`config.mk`:
```
export PLATFORM = sky130hd
export DESIGN_NAME = dwrr_pkt_arbiter
export DESIGN_NICKNAME = d
export VERILOG_FILES = /design/src/rtl/dwrr_pkt_arbiter_pkg.sv /design/src/rtl/dwrr_pkt_arbiter_rr_next_finder.sv /design/src/rtl/dwrr_pkt_arbiter.sv
export SDC_FILE = /design/constraint.sdc
export NUM_CORES = 1
export LEC_CHECK = 0
export BUFFER_PORTS_ARGS = -buffer_cell sky130_fd_sc_hd__buf_2
export CORE_AREA = 2 2 89 91
export CTS_CLUSTER_DIAMETER = 60
export DETAILED_ROUTE_END_ITERATION = 7
export DIE_AREA = 0 0 91 93
export PLACE_DENSITY = 0.75
export SYNTH_ARGS = -nofsm -noshare
export SYNTH_HDL_FRONTEND = slang
export SYNTH_HIERARCHICAL = 1
export SYNTH_SLANG_ARGS = --single-unit
```
`constraint.sdc`:
```
create_clock -name clk -period 3.7 [get_ports clk]
set_input_delay 0.185 -clock clk [delete_from_list [all_inputs] [get_ports clk]]
set_output_delay 0.185 -clock clk [all_outputs]
set_load 0.02 [all_outputs]
```
`src/rtl/dwrr_pkt_arbiter_pkg.sv`:
```
// Shared types and helpers for the deficit weighted round-robin packet arbiter.
package dwrr_pkg;

  typedef enum logic [1:0] {
    IDLE = 2'd0,
    LOAD = 2'd1,
    EVAL = 2'd2,
    XFER = 2'd3
  } state_t;

  // Unsigned add clamped to the largest value representable in w bits.
  // Operands are carried at 32 bits so one helper serves any counter width;
  // the caller casts the result back down to its own width.
  function automatic logic [31:0] sat_add(input logic [31:0] a,
                                          input logic [31:0] b,
                                          input int          w);
    logic [32:0] sum;
    logic [32:0] maxv;
    sum  = {1'b0, a} + {1'b0, b};
    maxv = (33'd1 << w) - 33'd1;
    return (sum > maxv) ? maxv[31:0] : sum[31:0];
  endfunction

  // A zero-length head packet is still one flit on the link.
  function automatic logic [31:0] len_nz(input logic [31:0] l);
    return (l == 32'd0) ? 32'd1 : l;
  endfunction

endpackage

```
`src/rtl/dwrr_pkt_arbiter_rr_next_finder.sv`:
```
// Combinational round-robin search: first eligible index strictly after
// start, wrapping, with start itself checked last.
module rr_next_finder
  import dwrr_pkg::*;
#(
  parameter int NUM_REQS = 4,
  parameter int CNTWID   = $clog2(NUM_REQS)
) (
  input  logic [NUM_REQS-1:0] elig,
  input  logic [CNTWID-1:0]   start,
  output logic                found,
  output logic [CNTWID-1:0]   idx
);

  // Scan from farthest to nearest so the nearest eligible index wins.
  always_comb begin
    logic [CNTWID-1:0] j;
    found = 1'b0;
    idx   = '0;
    j     = '0;
    for (int k = NUM_REQS; k >= 1; k--) begin
      j = CNTWID'((int'(start) + k) % NUM_REQS);
      if (elig[j]) begin
        found = 1'b1;
        idx   = j;
      end
    end
  end

endmodule

```
`src/rtl/dwrr_pkt_arbiter.sv`:
```
// Deficit weighted round-robin arbiter for multi-flit packets. A channel is
// credited its quantum once per visit and debited each packet's length; the
// grant is held for the whole packet and honours link stalls.
module dwrr_pkt_arbiter
  import dwrr_pkg::*;
#(
  parameter int NUM_REQS = 4,
  parameter int QWID     = 8,
  parameter int LWID     = 4,
  parameter int CNTWID   = $clog2(NUM_REQS)
) (
  input  logic                     clk,
  input  logic                     rst,
  input  logic                     blk,
  input  logic [NUM_REQS-1:0]      reqs,
  input  logic [NUM_REQS*LWID-1:0] req_lens,
  input  logic [NUM_REQS*QWID-1:0] input_quantums,
  output logic [NUM_REQS-1:0]      gnt,
  output logic [CNTWID-1:0]        gnt_idx,
  output logic                     sop,
  output logic                     eop,
  output logic                     busy
);

  state_t                          state_q, state_d;
  logic [CNTWID-1:0]               cur_q, cur_d;
  logic [NUM_REQS-1:0][QWID-1:0]   def_q, def_d;
  logic [LWID-1:0]                 cnt_q, cnt_d;
  logic [LWID-1:0]                 len_q, len_d;
  logic [NUM_REQS-1:0]             gnt_q, gnt_d;
  logic                            sop_q, sop_d;
  logic                            eop_q, eop_d;
  logic                            busy_q, busy_d;

  logic [NUM_REQS-1:0]             elig;
  logic                            found;
  logic [CNTWID-1:0]               nxt_idx;
  logic [QWID-1:0]                 quantum_cur;
  logic [QWID-1:0]                 def_cur;
  logic [LWID-1:0]                 len_cur;

  assign quantum_cur = input_quantums[cur_q*QWID +: QWID];
  assign def_cur     = def_q[cur_q];
  assign len_cur     = LWID'(len_nz(32'(req_lens[cur_q*LWID +: LWID])));

  // A channel competes only when it has a packet and a nonzero quantum.
  always_comb begin
    elig = '0;
    for (int i = 0; i < NUM_REQS; i++) begin
      elig[i] = reqs[i] && (input_quantums[i*QWID +: QWID] != '0);
    end
  end

  rr_next_finder #(
    .NUM_REQS (NUM_REQS),
    .CNTWID   (CNTWID)
  ) u_finder (
    .elig  (elig),
    .start (cur_q),
    .found (found),
    .idx   (nxt_idx)
  );

  // Next-state, deficit bookkeeping and flit counting.
  always_comb begin
    state_d = state_q;
    cur_d   = cur_q;
    def_d   = def_q;
    cnt_d   = cnt_q;
    len_d   = len_q;
    case (state_q)
      IDLE: begin
        if (found) begin
          cur_d   = nxt_idx;
          state_d = LOAD;
        end
      end
      LOAD: begin
        def_d[cur_q] = QWID'(sat_add(32'(def_cur), 32'(quantum_cur), QWID));
        state_d      = EVAL;
      end
      EVAL: begin
        if (reqs[cur_q] && (32'(len_cur) <= 32'(def_cur))) begin
          def_d[cur_q] = def_cur - QWID'(len_cur);
          cnt_d        = len_cur;
          len_d        = len_cur;
          state_d      = XFER;
        end else if (found) begin
          cur_d   = nxt_idx;
          state_d = LOAD;
        end else begin
          state_d = IDLE;
        end
      end
      XFER: begin
        if (!blk) begin
          cnt_d = cnt_q - LWID'(1);
          if (cnt_q == LWID'(1)) begin
            state_d = EVAL;
          end
        end
      end
      default: state_d = IDLE;
    endcase
    // An empty queue forfeits its deficit, except the channel mid-packet.
    for (int i = 0; i < NUM_REQS; i++) begin
      if (!reqs[i] && !((state_q == XFER) && (cur_q == CNTWID'(i)))) begin
        def_d[i] = '0;
      end
    end
  end

  // Outputs are decoded from the next state so they come straight off flops.
  always_comb begin
    gnt_d = '0;
    if (state_d == XFER) begin
      gnt_d[cur_d] = 1'b1;
    end
    sop_d  = (state_d == XFER) && (cnt_d == len_d);
    eop_d  = (state_d == XFER) && (cnt_d == LWID'(1));
    busy_d = (state_d != IDLE);
  end

  // State and output registers; reset abandons any packet in flight.
  always_ff @(posedge clk or negedge rst) begin
    if (!rst) begin
      state_q <= IDLE;
      cur_q   <= '0;
      def_q   <= '0;
      cnt_q   <= '0;
      len_q   <= '0;
      gnt_q   <= '0;
      sop_q   <= 1'b0;
      eop_q   <= 1'b0;
      busy_q  <= 1'b0;
    end else begin
      state_q <= state_d;
      cur_q   <= cur_d;
      def_q   <= def_d;
      cnt_q   <= cnt_d;
      len_q   <= len_d;
      gnt_q   <= gnt_d;
      sop_q   <= sop_d;
      eop_q   <= eop_d;
      busy_q  <= busy_d;
    end
  end

  assign gnt     = gnt_q;
  assign gnt_idx = cur_q;
  assign sop     = sop_q;
  assign eop     = eop_q;
  assign busy    = busy_q;

endmodule

```
==> results.cfg <==
[status]
status = complete, but fails checks
violations = hold timing

[timing]
fin_crit_sh_pct = 95.78
worst_slew_pin_slew_ns = 1.048
setup_ws_ns = 0.1562
setup_viol = 0
fin_crit_ns = 3.544
slew_viol_final = 0
fin_skew_ns = 0.01312
hold_viol = 39
max_freq_mhz = 282.2
slew_headroom_pct = 29.57
hold-worst-slack_ns = -0.01694

[synthesis]
synth_compound_area_share_pct = 24.32
synth_top_family_by_area = compound AO/OA/AOI/OAI gates
syn_nets = 418
avgSynthCellArea_um2 = 10.69
synth-seq-cells = 51
async_reset_ff_share_pct = 100.0
synth_area_mm2 = 0.003710
synth_ff_type = dfrtp_1
synthAdderAreaFrac_pct = 5.801
yosys.area_share.simple_pct = 14.37
synth_cell_types = 70
seq_area_frac_synth_pct = 34.40
synth_cells = 347
synth-edff-count = 0
yosys.area_share.xor_xnor_pct = 2.496
synthMuxAreaShare_pct = 14.81
synth_warnings = 6

[clocking]
hold_buffers = 0
root_buffer = clkbuf_8
clk_pin_slew_worst_paths_ns = 0.10
numCtsBuffers = 5
cts.htree.levels = 2
cts_sinks = 51
clockBufferDepth = 2
cts_tree = yes
clk_latency_ns = 0.31

[flow_run]
max_cap_violations = 0

[setup_path]
critPathArrivalTime_ns = 3.75
critPathMaxFanout = 7
required_ns = 3.91
critPathLaunchType = register
cp-end-kind = register
path_class = register to register

[power_and_ir_drop]
power_density_mw_per_mm2 = 1051
totalPowerFinal_uw = 4630
vdd_drop_max_uv = 356.9
power.static_leakage_uw = 0.002002

[final_layout]
area_delta_synth_final_pct = 18.75
layout.nets = 499
mostFrequentLayoutCells = buf_2, dfrtp_1, nand2_1
stdcell_area_mm2 = 0.004405
instances_no_fill = 531
antenna-diode-count = 0
drive_gt1_share_pct = 33.57
fill_cells = 659
final_common_cell = buf_2

[place]
placed_cell_area_mm2 = 0.004222
place_congestion = 0.8800
dp_slack_ns = -0.1194
place_hpwl_mm = 7.570
dp_cells = 514
portBuffers = 63

[floorplanning]
rows = 32
fp.dieH_um = 93
num_io_pins = 64
core_mm2 = 0.007527
initial_core_util_pct = 49.29
die_w_um = 91
dieArea_mm2 = 0.008463

[routing]
via_count = 3264
route.detailed.wl_per_inst_um = 18.96
ant_nets = 0
drt_pass1_iterations = 5
viasPerCell = 6.147
dr.first_iter.drc_count = 260
route.detailed.drc = 0
drt-total-wl_mm = 10.07

[hold_path]
min_path_type = input port to async pin

[grt]
gr-total-overflow = 0
grt_pass1_vias = 3249
antenna_found_initial = 0
grt_pass1_wl_mm = 15.97
grt_start_max_net_pins = 52
grt_usage_pct = 23.94
per-stage QoR:
stage | util [%] | hold slack (ns) | TNS [ns]
6_report | 58.53 | -0.01694 | 0
5_1_grt | 58.53 | 0.03320 | -0.04630
4_1_cts | 57.60 | 0.002172 | 0
3_5_place_dp | 56.08 | 0.3328 | -0.4464
3_3_place_gp | 56.08 | 0.3309 | -0.2053
2_1_floorplan | - | -0.1106 | 0
per-layer routing:
layer  GRT usage [%]  share of wire [%]  vias to the layer above
met5               0                  0                        -
met1           30.72                 41                     1612
li1                -                  -                     1498
met3           3.948                6.2                       18
met4           9.217                2.8                        0
met2           40.80                 50                      136
cell families (layout without fill, tap and decap cells):
| kind of cell | after synthesis | count (layout) |
|---|---|---|
| simple gates | 98 | 98 |
| flops | 51 | 51 |
| xor+xnor | 9 | 9 |
| mux | 27 | 27 |
| compound gates | 114 | 114 |
| buf+inv | 32 | 114 |
| fa+ha+maj | 16 | 16 |
repair_timing:
item / CTS / global route
pin swaps: 0 / 4
setup buffers: 2 / 6
cloned: 0 / 1
setup endpoints to repair: 5 / 40
gates resized for setup: 3 / 9
layout make-up:
class                      count  area (um2)  share of cell area [%]
inverter                      21       78.83                   1.789
clock inverter                 2       16.27                  0.3692
multi-input combinational    264        2310                   52.43
tap                          102       127.6                   2.897
sequential                    51        1277                   29.00
clock buffer                   6       72.57                   1.647
timing repair buffer          85       523.0                   11.87
state kept, by name, indices dropped and copies added, names as in the netlist:
name     count
cnt_q        4
len_q        4
def_q       32
eop          1
gnt_idx      2
busy         1
state_q      2
gnt          4
sop          1
report_power, final:
part / internal (uW) / switching, uW / total, uW
sequential: 781 / 175 / 956
clock: 136 / 186 / 322
combinational: 1510 / 1850 / 3350
total: 2420 / 2210 / 4630
Yosys cell counts (3+ instances only):
master	number	share of area [%]
mux4_1	4	2.8
o21a_1	3	0.61
nor2b_1	4	0.67
a21oi_1	21	2.8
o41ai_1	3	0.71
or2_2	3	0.51
nor3_1	6	0.81
nand2b_1	8	1.3
a31oi_1	5	0.84
a32o_1	4	1.1
a21o_1	3	0.61
nor2_1	19	1.9
ha_1	14	4.7
o31ai_4	4	2.3
mux2i_1	5	1.3
mux4_2	17	10
clkbuf_1	5	0.51
inv_1	21	2.1
o31a_1	4	0.94
xnor2_1	7	1.7
nor4_1	9	1.5
a22o_1	20	4.7
dfrtp_1	51	34
o31ai_1	3	0.61
nand2_1	30	3.0
o21ai_0	20	2.7
final timing paths:
kind | startpoint | endpoint | slack, ns | depth (start not counted)
worst max-delay path | gnt_idx[0] | def_q[1] | 0.16 | 14
worst min-delay path | rst | def_q[1] | -0.02 | 2
worst max register to register | gnt_idx[0] | def_q[1] | 0.16 | 14
worst min register to register | def_q[20] | def_q[20] | 0.48 | 2
max in group asynchronous | rst | gnt_idx[0] | 3.27 | 2
min in group clk | reqs[2] | def_q[20] | 0.30 | 3
worst max-delay path: stages, from the launching register on:
cell	delay, ns
dfrtp_2	0.50
mux4_2	0.56
inv_1	0.11
a31o_2	0.19
ha_1	0.17
inv_1	0.06
fa_2	0.35
a21o_1	0.25
a211oi_4	0.28
buf_4	0.18
a21boi_2	0.10
a21oi_1	0.25
a31oi_1	0.10
buf_4	0.18
a22o_1	0.19
Power figures use the tool's default switching activity.
